==> src/rtl/saph_pixel_writer_pkg.sv <==
// saph_pixel_writer_pkg: framebuffer formats, pixel/command types and the clip/address/colour helpers
// Provides fb_fmt_t, pixel_t, mem_wr_cmd, fb_cfg_t, mem_state_t, is_clipped(), make_cmd().
package saph_pixel_writer_pkg;
  typedef enum logic [1:0] {FMT_ARGB8888, FMT_RGB565, FMT_RGB332, FMT_RSVD} fb_fmt_t;
  typedef struct packed {
    logic signed [15:0] x;
    logic signed [15:0] y;
    logic [31:0]        col;
  } pixel_t;
  typedef struct packed {
    logic [31:0] addr;
    logic [31:0] wdata;
    logic [3:0]  wmask;
  } mem_wr_cmd;
  typedef struct packed {
    logic [31:0] base;
    logic [15:0] stride;
    logic [15:0] width;
    logic [15:0] height;
    fb_fmt_t     fmt;
  } fb_cfg_t;
  typedef enum logic {MEM_IDLE, MEM_REQ} mem_state_t;
  function automatic logic is_clipped(pixel_t p, fb_cfg_t c);
    return p.x[15] || p.y[15] || $unsigned(p.x) >= c.width || $unsigned(p.y) >= c.height ||
           c.fmt == FMT_RSVD;
  endfunction
  function automatic mem_wr_cmd make_cmd(pixel_t p, fb_cfg_t c);
    logic [31:0] ba, xo;
    logic [15:0] p565;
    logic [7:0]  p332;
    mem_wr_cmd   m;
    xo   = c.fmt == FMT_ARGB8888 ? {14'b0, p.x, 2'b0} :
           c.fmt == FMT_RGB565   ? {15'b0, p.x, 1'b0} : {16'b0, p.x};
    ba   = c.base + {16'b0, p.y} * {16'b0, c.stride} + xo;
    p565 = {p.col[23:19], p.col[15:10], p.col[7:3]};
    p332 = {p.col[23:21], p.col[15:13], p.col[7:6]};
    m.addr  = {ba[31:2], 2'b00};
    m.wdata = c.fmt == FMT_ARGB8888 ? p.col : c.fmt == FMT_RGB565 ? {2{p565}} : {4{p332}};
    m.wmask = c.fmt == FMT_ARGB8888 ? 4'b1111 :
              c.fmt == FMT_RGB565   ? (ba[1] ? 4'b1100 : 4'b0011) : 4'b0001 << ba[1:0];
    return m;
  endfunction
endpackage

==> src/rtl/saph_pixel_writer_if.sv <==
// saph_pixel_writer_if: pixel-stream input and masked memory-write port of the pixel writer
// master: writer side (drives in_ready, mem_*); slave: producer/memory side (drives in_trig, in_pixel, mem_ack).
interface saph_pixel_writer_if;
  import saph_pixel_writer_pkg::*;
  logic        in_trig;
  pixel_t      in_pixel;
  logic        in_ready;
  logic        mem_req;
  logic [31:0] mem_addr;
  logic [31:0] mem_wdata;
  logic [3:0]  mem_wmask;
  logic        mem_ack;
  modport master (input in_trig, in_pixel, mem_ack,
                  output in_ready, mem_req, mem_addr, mem_wdata, mem_wmask);
  modport slave (output in_trig, in_pixel, mem_ack,
                 input in_ready, mem_req, mem_addr, mem_wdata, mem_wmask);
endinterface

==> src/rtl/saph_sync_fifo.sv <==
// saph_sync_fifo: synchronous FIFO with the head entry presented straight from its storage registers
// Ports: clk, rst (async, active-low), push/wdata, pop/rdata, full, empty.
module saph_sync_fifo #(
  parameter type T     = logic [31:0],
  parameter int  DEPTH = 4
) (
  input  logic clk,
  input  logic rst,
  input  logic push,
  input  T     wdata,
  input  logic pop,
  output T     rdata,
  output logic full,
  output logic empty
);
  localparam int AW = $clog2(DEPTH);
  T mem [DEPTH];
  logic [AW-1:0] wr_ptr, rd_ptr;
  logic [AW:0]   count;
  logic          do_push, do_pop;
  assign empty   = count == '0;
  assign full    = count == (AW+1)'(DEPTH);
  assign do_pop  = pop && !empty;
  // a full FIFO still takes a push when the head leaves in the same cycle
  assign do_push = push && (!full || do_pop);
  assign rdata   = mem[rd_ptr];
  always_ff @(posedge clk or negedge rst)
    if (!rst) begin
      wr_ptr <= '0;
      rd_ptr <= '0;
      count  <= '0;
    end else begin
      wr_ptr <= wr_ptr + AW'(do_push);
      rd_ptr <= rd_ptr + AW'(do_pop);
      count  <= count + (AW+1)'(do_push) - (AW+1)'(do_pop);
    end
  always_ff @(posedge clk)
    if (do_push) mem[wr_ptr] <= wdata;
endmodule

==> src/rtl/saph_pixel_writer.sv <==
// saph_pixel_writer: clips pixels, converts them to framebuffer writes and issues them on a req/ack port
// Ports: clk, rst (async, active-low), cfg_* framebuffer setup, bus (pixel stream in, memory writes out),
// busy (work in flight), clip_count (saturating count of dropped pixels).
module saph_pixel_writer
  import saph_pixel_writer_pkg::*;
#(
  parameter int FIFO_DEPTH = 4,
  parameter int CNT_W      = 16
) (
  input  logic                     clk,
  input  logic                     rst,
  input  logic [31:0]              cfg_base,
  input  logic [15:0]              cfg_stride,
  input  logic [15:0]              cfg_width,
  input  logic [15:0]              cfg_height,
  input  logic [1:0]               cfg_fmt,
  saph_pixel_writer_if.master      bus,
  output logic                     busy,
  output logic [CNT_W-1:0]         clip_count
);
  logic       started, s1_valid, s1_clip, s1_go, fifo_ok, accept, push, pop, full, empty;
  pixel_t     s1_pix;
  fb_cfg_t    s1_cfg;
  mem_wr_cmd  s1_cmd, head, mem_cmd;
  mem_state_t state, state_nxt;
  assign s1_clip      = is_clipped(s1_pix, s1_cfg);
  assign s1_cmd       = make_cmd(s1_pix, s1_cfg);
  assign pop          = !empty && (state == MEM_IDLE || bus.mem_ack);
  assign fifo_ok      = !full || pop;
  // clipped pixels leave S1 unconditionally; others need room in the FIFO
  assign s1_go        = s1_valid && (s1_clip || fifo_ok);
  assign push         = s1_valid && !s1_clip && fifo_ok;
  assign bus.in_ready = started && (!s1_valid || s1_go);
  assign accept       = bus.in_trig && bus.in_ready;
  assign bus.mem_req  = state == MEM_REQ;
  assign bus.mem_addr = mem_cmd.addr;
  assign bus.mem_wdata = mem_cmd.wdata;
  assign bus.mem_wmask = mem_cmd.wmask;
  assign busy         = s1_valid || !empty || bus.mem_req;
  saph_sync_fifo #(.T(mem_wr_cmd), .DEPTH(FIFO_DEPTH)) u_fifo (
    .clk, .rst, .push, .wdata(s1_cmd), .pop, .rdata(head), .full, .empty
  );
  always_ff @(posedge clk or negedge rst)
    if (!rst) begin
      started    <= 1'b0;
      s1_valid   <= 1'b0;
      s1_pix     <= '0;
      s1_cfg     <= '0;
      clip_count <= '0;
    end else begin
      started <= 1'b1;
      if (accept) begin
        s1_valid <= 1'b1;
        s1_pix   <= bus.in_pixel;
        s1_cfg   <= '{base: cfg_base, stride: cfg_stride, width: cfg_width, height: cfg_height,
                      fmt: fb_fmt_t'(cfg_fmt)};
      end else if (s1_go) s1_valid <= 1'b0;
      if (s1_valid && s1_clip) clip_count <= clip_count + CNT_W'(clip_count != '1);
    end
  always_ff @(posedge clk or negedge rst)
    if (!rst) begin
      state   <= MEM_IDLE;
      mem_cmd <= '0;
    end else begin
      state <= state_nxt;
      if (pop) mem_cmd <= head;
    end
  // a pop always (re)loads the port; an ack with nothing queued returns to idle
  always_comb begin
    state_nxt = state;
    if (pop) state_nxt = MEM_REQ;
    else if (bus.mem_ack) state_nxt = MEM_IDLE;
  end
endmodule

==> src/flat_wrapper.sv <==
// flat-port wrapper written by rule: the top's interface ports become plain ports
module saph_pixel_writer_flat import saph_pixel_writer_pkg::*;
#(
  parameter int FIFO_DEPTH = 4,
  parameter int CNT_W      = 16
)
  (clk, rst, cfg_base, cfg_stride, cfg_width, cfg_height, cfg_fmt, busy, clip_count, bus_in_trig, bus_in_pixel, bus_mem_ack, bus_in_ready, bus_mem_req, bus_mem_addr, bus_mem_wdata, bus_mem_wmask);
  saph_pixel_writer_if bus_i ();
  input  logic clk;
  input  logic rst;
  input  logic [31:0] cfg_base;
  input  logic [15:0] cfg_stride;
  input  logic [15:0] cfg_width;
  input  logic [15:0] cfg_height;
  input  logic [1:0] cfg_fmt;
  output logic busy;
  output logic [CNT_W-1:0] clip_count;
  input wire logic [$bits(bus_i.in_trig)-1:0] bus_in_trig;
  input wire logic [$bits(bus_i.in_pixel)-1:0] bus_in_pixel;
  input wire logic [$bits(bus_i.mem_ack)-1:0] bus_mem_ack;
  output wire logic [$bits(bus_i.in_ready)-1:0] bus_in_ready;
  output wire logic [$bits(bus_i.mem_req)-1:0] bus_mem_req;
  output wire logic [$bits(bus_i.mem_addr)-1:0] bus_mem_addr;
  output wire logic [$bits(bus_i.mem_wdata)-1:0] bus_mem_wdata;
  output wire logic [$bits(bus_i.mem_wmask)-1:0] bus_mem_wmask;
  assign bus_i.in_trig = bus_in_trig;
  assign bus_i.in_pixel = bus_in_pixel;
  assign bus_i.mem_ack = bus_mem_ack;
  assign bus_in_ready = bus_i.in_ready;
  assign bus_mem_req = bus_i.mem_req;
  assign bus_mem_addr = bus_i.mem_addr;
  assign bus_mem_wdata = bus_i.mem_wdata;
  assign bus_mem_wmask = bus_i.mem_wmask;
  saph_pixel_writer #(.FIFO_DEPTH(FIFO_DEPTH), .CNT_W(CNT_W)) u_core (.clk(clk), .rst(rst), .cfg_base(cfg_base), .cfg_stride(cfg_stride), .cfg_width(cfg_width), .cfg_height(cfg_height), .cfg_fmt(cfg_fmt), .bus(bus_i), .busy(busy), .clip_count(clip_count));
endmodule
==> config.mk <==
export PLATFORM = sky130hd
export DESIGN_NAME = saph_pixel_writer_flat
export DESIGN_NICKNAME = d
export VERILOG_FILES = /design/src/rtl/saph_pixel_writer_pkg.sv /design/src/rtl/saph_pixel_writer_if.sv /design/src/rtl/saph_sync_fifo.sv /design/src/rtl/saph_pixel_writer.sv /design/src/flat_wrapper.sv
export SDC_FILE = /design/constraint.sdc
export NUM_CORES = 1
export LEC_CHECK = 0
export ABC_AREA = 1
export CAP_MARGIN = 15
export CELL_PAD_IN_SITES_DETAIL_PLACEMENT = 1
export CELL_PAD_IN_SITES_GLOBAL_PLACEMENT = 2
export CORE_UTILIZATION = 38
export DETAILED_ROUTE_END_ITERATION = 12
export HOLD_SLACK_MARGIN = 0.02
export PLACE_DENSITY = 0.85
export SYNTH_ARGS = -nofsm -noshare
export SYNTH_HDL_FRONTEND = slang
export SYNTH_HIERARCHICAL = 1
export SYNTH_SLANG_ARGS = --single-unit
==> constraint.sdc <==
create_clock -name clk -period 8.2 [get_ports clk]
set_input_delay 1.64 -clock clk [delete_from_list [all_inputs] [get_ports clk]]
set_output_delay 1.64 -clock clk [all_outputs]
set_load 0.1 [all_outputs]
Word-level counts from Yosys, hierarchy flattened
Memories as Yosys holds them, arrays and structs flattened. A register that Yosys moved wholly into a read port is not among the register bits.
Index checks and enable logic that the tools add are counted.
{"block": "word_totals", "regBits": 204, "latchBits": 0, "ram_bits": 264, "romBits": 0, "inputBits": 150, "output_inout_bits": 87, "elab_cells": 75, "memories": 1}
{"name": "u_core.u_fifo.mem", "depth": 4, "width": 66, "read_ports": 1, "rd_clocked_by_memory_dff": 1, "wr": 1, "line_no": "saph_sync_fifo.sv:17", "rtl": "T mem [DEPTH];"}
{"block": "classes", "add_sub_neg": 7, "multipliers": 1, "div_mod_pow": 0, "magnitude_cmp": 2, "eq_ne": 4, "shift": 1, "muxes": 13, "bitwise": 1, "n_reduce_logical": 29}
{"operator": "32-bit adder", "count": 2}
{"operator": "32-bit two-way mux", "count": 2}
{"operator": "16-bit >= comparator", "count": 2}
{"operator": "16-bit by 16-bit multiplier with 32-bit output", "count": 1}
{"operator": "29-bit two-way mux", "count": 1}
{"operator": "17-bit two-way mux", "count": 1}
{"operator": "16-bit by 1-bit adder with 16-bit output", "count": 1}
{"operator": "16-bit inequality test, second input constant", "count": 1}
{"operator": "4-bit two-way mux", "count": 3}
{"operator": "1-bit logical OR", "count": 11}
{"operator": "1-bit logical AND", "count": 9}
{"operator": "1-bit two-way mux", "count": 6}
{"operator": "1-bit logical NOT", "count": 5}
{"operator": "2-bit by 1-bit adder with 2-bit output", "count": 2}
{"operator": "2-bit nonzero test", "count": 2}
{"operator": "1-bit by 2-bit << shifter with 4-bit output, first input constant", "count": 1}
{"operator": "3-bit by 1-bit adder with 3-bit output", "count": 1}
{"operator": "3-bit equality test, second input constant", "count": 1}
{"operator": "3-bit logical NOT", "count": 1}
{"operator": "3-bit by 1-bit subtractor with 3-bit output", "count": 1}
{"operator": "2-bit by 1-bit equality test with 1-bit output, second input constant", "count": 1}
{"operator": "2-bit equality test, second input constant", "count": 1}
{"operator": "2-bit logical NOT", "count": 1}
{"operator": "1-bit inverter", "count": 1}

Longest topological paths before layout
{"block": "depth", "ltp_word": 10, "mapped_depth": 26, "ltp_nobuf": 25}

Cells and area by module
The synthesis kept the hierarchy.
{"module": "saph_pixel_writer", "instances": 1, "cells_per_inst": 2725, "area_each_um2": 21323.0, "seq_area_each_um2": 5830.6}
{"module": "saph_sync_fifo", "instances": 1, "cells_per_inst": 835, "area_each_um2": 11513.5, "seq_area_each_um2": 8343.0}

Least setup slack after synthesis
Ideal clock, no wire load.
{"block": "synth_timing", "path_type": "in2reg", "start": "input bus_mem_ack", "end": "memory u_core/u_fifo/mem[0][0] in the netlist's numbering, enable pin", "setup_time_ns": 0.495, "arrival_ns": 5.477, "required_time_ns": 7.705, "path_slack_ns": 2.228, "stages": 6, "path_buffers": 1, "cell_sequence": "inv_1 -> a21oi_1 -> clkbuf_1 -> nand3b_1 -> nand2_1 -> nor2_1"}
{"block": "synth_via", "elab_chain_len": 7, "elab_cells_between_ends": 9, "cone_classes": "mux: 2; reduce/logical: 7"}
{"element": "start: declaration", "line_no": "flat_wrapper.sv:20", "rtl": "input wire logic [$bits(bus_i.mem_ack)-1:0] bus_mem_ack;"}
{"element": "1-bit logical OR *", "line_no": "saph_pixel_writer.sv:28", "rtl": "assign pop = !empty && (state == MEM_IDLE || bus.mem_ack);"}
{"element": "1-bit logical AND *", "line_no": "saph_pixel_writer.sv:28"}
{"element": "named net u_core.pop", "line_no": "saph_pixel_writer.sv:21", "rtl": "logic started, s1_valid, s1_clip, s1_go, fifo_ok, accept, push, pop, full, empty;"}
{"element": "1-bit logical OR or 1-bit logical AND (tied branches)", "line_no": "saph_pixel_writer.sv:29, saph_sync_fifo.sv:23"}
{"element": "1-bit logical AND or 1-bit logical OR (tied branches)", "line_no": "saph_pixel_writer.sv:32, saph_sync_fifo.sv:25"}
{"element": "1-bit logical AND *", "line_no": "saph_sync_fifo.sv:25", "rtl": "assign do_push = push && (!full || do_pop);"}
{"element": "1-bit two-way mux *", "line_no": "saph_sync_fifo.sv:38", "rtl": "if (do_push) mem[wr_ptr] <= wdata;"}
{"element": "1-bit two-way mux (implied by the code) *", "line_no": "saph_sync_fifo.sv:38"}
{"element": "end: declaration", "line_no": "saph_sync_fifo.sv:17"}
Mark *: on every way through the listed nets, which the timed path passes. The rest lies on a longest branch.

Worst setup path in the final report
{"block": "layout_timing", "start": "register u_core/s1_cfg[1] in the netlist's numbering", "end": "memory u_core/u_fifo/mem[2][60] in the netlist's numbering, data pin"}
{"block": "layout_via", "elab_chain_len": 4, "elab_cells_between_ends": 5, "cone_classes": "add/sub: 1; eq/ne: 1; mux: 2; reduce/logical: 1"}
{"element": "start: declaration", "line_no": "saph_pixel_writer.sv:23", "rtl": "fb_cfg_t s1_cfg;"}
{"element": "start signal: assignment", "line_no": "saph_pixel_writer.sv:55", "rtl": "s1_cfg <= '{base: cfg_base, stride: cfg_stride, width: cfg_width, height: cfg_height,"}
{"element": "2-bit by 1-bit equality test with 1-bit output", "line_no": "saph_pixel_writer_pkg.sv:33", "rtl": "c.fmt == FMT_RGB565 ? {15'b0, p.x, 1'b0} : {16'b0, p.x};"}
{"element": "17-bit two-way mux", "line_no": "saph_pixel_writer_pkg.sv:33"}
{"element": "32-bit two-way mux *", "line_no": "saph_pixel_writer_pkg.sv:32", "rtl": "xo = c.fmt == FMT_ARGB8888 ? {14'b0, p.x, 2'b0} :"}
{"element": "32-bit adder *", "line_no": "saph_pixel_writer_pkg.sv:34", "rtl": "ba = c.base + {16'b0, p.y} * {16'b0, c.stride} + xo;"}
Every way passes the cells marked *; elsewhere a longest branch is shown, timed or not.

==> summary.txt <==
Clock network
  • Clock latency at the later pin of the worst-skew pair: about 0.64 ns
  • Clock sinks: just over 500
  • Num CTS Buffers: 57
  • Hold Buf Count CTS: 0
  • CTS tree: done
  • Clock Path Buffers: 3
  • H-tree levels: 2
  • Setup Fix Bufs, Post-CTS: 0
  • CTS resizes: 0
  • Clock root cell: clkbuf_16
  • Clock transition at path regs: 0.07 ns

Worst setup path
  • WP buf/inv: 5
  • Worst Setup SP: u_core/s1_cfg[1]$_DFFE_PN0P_
  • Setup crit end: u_core/u_fifo/mem[2][60]$_DFFE_PP_
  • RR Endpoint: u_core/u_fifo/mem[2][60]$_DFFE_PP_
  • CP top delay family: adder cells
  • WP data arrival: 7.14 ns
  • Worst stage delay on the critical path: roughly 0.66 ns
  • Slowest CP cell: inv_1
  • CP Cell Sequence: nor2_1 -> buf_4 -> inv_1 -> nor2_1 -> a221oi_1 -> fa_1 -> inv_1 -> fa_1 -> fa_1 -> fa_1 -> inv_1 -> fa_1 -> inv_1 -> ha_1 -> a21oi_1 -> nor2_1 -> nor2_1 -> o21ai_1 -> nand2_1 -> o21ai_0 -> a21oi_1 -> xor2_1
  • Cell mode on critical path: fa_1
  • Startpoint Class: flip-flop
  • CP Class: flip-flop to flip-flop
  • R2r setup slk: about 1.4 ns
  • Req. time, crit path: 8.59 ns
  • Worst Reg-to-Reg Cells: 22
  • CP endpoint kind: flip-flop
  • Crit-path max FO: 31
  • Levels on crit path: 22
  • FF-to-FF Start: u_core/s1_cfg[1]$_DFFE_PN0P_

Floorplan
  • Die X: ~300 µm
  • Core ar.: 85400 µm²
  • Initial Util: 38.4%
  • FP Rows: about 110
  • Die area: 87600 µm²
  • Die Height: 296 µm
  • Io pins: ~240

Logic synthesis
  • Synth async-reset ratio: a little under half
  • Synth Cell Area: between 30000 and 40000 µm²
  • Top cells by area, synth: edfxtp_1, dfrtp_1, fa_1
  • Synth cell types: 40
  • FF+latch count, synth: 512
  • Post-synth EDFFs: 272
  • Top cells by count, synth: nand2_1, inv_1, edfxtp_1
  • Seq/Total Area, Yosys: a little over two fifths
  • Syn Inst Count: roughly 3600
  • Top-count cell post-synth: nand2_1
  • Ys flop type: edfxtp_1
  • Mapped Avg Cell Area: around 9.2 µm²
  • Yosys top cell by area: edfxtp_1
  • Ys Warns: 6
  • Top-area cell type share of the netlist area: 24.9%

Placement
  • Port Buf Inserts: 236
  • Placed cells: between 4000 and 5000
  • Routability Congestion: slightly below 0.9
  • DP Wirelength: 64.7 mm

Global routing
  • Largest net degree at the start of global routing: 201
  • First-pass GRT wire length: 144 mm
  • Overflow after GRT: 0
  • Vias in the first global route: between 20000 and 30000
  • GRT Total Usage: 21.2%
  • Initial antenna violation count: 2

Timing
  • Final setup violation count: 0
  • Worst Tran Pin Value: 1.09 ns
  • Final Hold Viols: 0
  • Final Slew Violations: 0
  • Final min period: 6.75 ns
  • RSZ-0062 raised after global routing: no
  • Worst Skew: 0.0430 ns
  • Final period utilization: 82.3%
  • TNS Setup: 0 ns
  • Fmax: between 100 and 150 MHz
  • Slew HR: a little over a quarter

Final layout
  • Net count reported at finish: 4215
  • Synth-to-layout area growth: 15.2%
  • Share of cells above drive strength 1: 5.43%
  • Finished Layout Cells: 4880
  • Fill cells: about 9900
  • Diode count: 0

Detailed routing
  • Drt first-iter violations: 1277
  • Routed via count: 23700
  • Detail Route Antenna Nets: 0
  • Number of iterations in the first detailed-routing pass: 5
  • DRC: 0
  • Wire per inst: between 15 and 20 µm
  • Total wire length: 90.4 mm
  • Via density: just under 5

Min path
  • Worst hold path class: flip-flop to flip-flop

Run
  • Max Cap Viol: 0

Status
  • Run status: completed
[per-stage QoR]
stage / worst slack (ns) / util [%] / area [µm²] / hold WS, ns
6_report: 1.45 / 44.3 / 37800 / 0.467
5_1_grt: 1.01 / 44.3 / 37800 / 0.487
4_1_cts: 1.46 / 44.3 / 37800 / 0.474
3_5_place_dp: 1.50 / 42.0 / 35900 / 0.459
3_3_place_gp: 1.78 / 42.0 / 35900 / 0.454
2_1_floorplan: 2.23 / - / 32900 / 0.442
[kinds of logic (layout without fill, tap and decap cells)]
group	after synthesis	after routing	synth area share [%]
fa+ha+maj	378	378	20.0
simple gates	1337	1337	16.7
buf+inv	938	1107	11.8
flops	512	512	43.2
compound gates	346	346	7.08
xor+xnor	47	47	1.25
other cells	2	9	0.0229
[registers in the layout (all words and copies together) (netlist names)]
signal	count
u_core/u_fifo/count	3
u_core/s1_pix	64
u_core/u_fifo/rd_ptr	2
u_core/u_fifo/mem	272
u_core/bus.mem_wmask	4
u_core/bus.mem_addr	32
u_core/s1_valid	1
u_core/s1_cfg	82
u_core/clip_count	16
u_core/started	1
u_core/bus.mem_req	1
u_core/u_fifo/wr_ptr	2
u_core/bus.mem_wdata	32
[worst min-delay path by stage]
| stage | from | endpoint | slack (ns) | cells past startpoint |
|---|---|---|---|---|
| floorplan | u_core/s1_cfg[10]$_DFFE_PN0P_ | u_core/s1_cfg[10]$_DFFE_PN0P_ | 0.44 | 2 |
| finish | u_core/bus.mem_addr[7]$_DFFE_PN0P_ | u_core/bus.mem_addr[7]$_DFFE_PN0P_ | 0.47 | 2 |
| global placement | u_core/s1_cfg[3]$_DFFE_PN0P_ | u_core/s1_cfg[3]$_DFFE_PN0P_ | 0.45 | 2 |
| global route | u_core/bus.mem_wdata[2]$_DFFE_PN0P_ | u_core/bus.mem_wdata[2]$_DFFE_PN0P_ | 0.49 | 2 |
| detailed placement | u_core/bus.mem_wdata[30]$_DFFE_PN0P_ | u_core/bus.mem_wdata[30]$_DFFE_PN0P_ | 0.46 | 2 |
| CTS | u_core/s1_cfg[21]$_DFFE_PN0P_ | u_core/s1_cfg[21]$_DFFE_PN0P_ | 0.47 | 2 |
[worst reg2reg max path, stage by stage, from the launching register on]
cell	delay [ns]
dfrtp_1	0.52
nor2_1	0.07
buf_4	0.23
inv_1	0.66
nor2_1	0.09
a221oi_1	0.49
fa_1	0.51
inv_1	0.09
fa_1	0.45
fa_1	0.53
fa_1	0.56
inv_1	0.06
fa_1	0.47
inv_1	0.04
ha_1	0.39
a21oi_1	0.12
nor2_1	0.09
nor2_1	0.05
o21ai_1	0.21
nand2_1	0.13
o21ai_0	0.30
a21oi_1	0.13
xor2_1	0.33
[layout by cell type, fill, tap and decap left out, types with 2 or more instances in the layout]
cell	instances
clkbuf_1	6
o21bai_1	3
clkinv_4	4
clkdlybuf4s50_1	234
xnor2_1	14
nor3_1	5
edfxtp_1	272
nor2_4	4
o21ai_1	28
o21ai_0	81
o221ai_1	3
a31oi_1	5
clkinvlp_4	3
a21o_1	2
fa_1	244
nand4_1	154
clkinv_1	6
nand3_1	33
clkbuf_16	59
nand3b_1	3
inv_1	735
nor4_1	4
dfrtp_1	237
nand2_1	1068
buf_4	26
o211ai_1	3
o211ai_2	67
clkinv_2	17
a21oi_1	121
a221oi_1	2
o21a_1	4
xor2_1	33
conb_1	9
buf_12	2
dfrtp_4	3
ha_1	134
bufinv_16	8
o22ai_1	24
nor2_1	63
[area by class of cell]
cell class	instances	area (µm²)	area share (%)
Clock buffer	65	1500	3.96
Clock inverter	43	478	1.26
Inverter	736	2760	7.30
Multi-Input combinational cell	2117	14900	39.3
Sequential cell	512	14200	37.5
Tap cell	1144	1430	3.78
Timing Repair Buffer	263	2590	6.85
[layer usage]
metal  GRT usage, %  part of all wire (%)
met5              0                 0.028
met4           4.69                   1.9
met3           2.87                   4.4
met2           35.9                    48
met1           28.9                    46
Power is left out: the tool's default activity adds up to more than one toggle a clock period on the data nets, which glitch-free logic cannot reach.
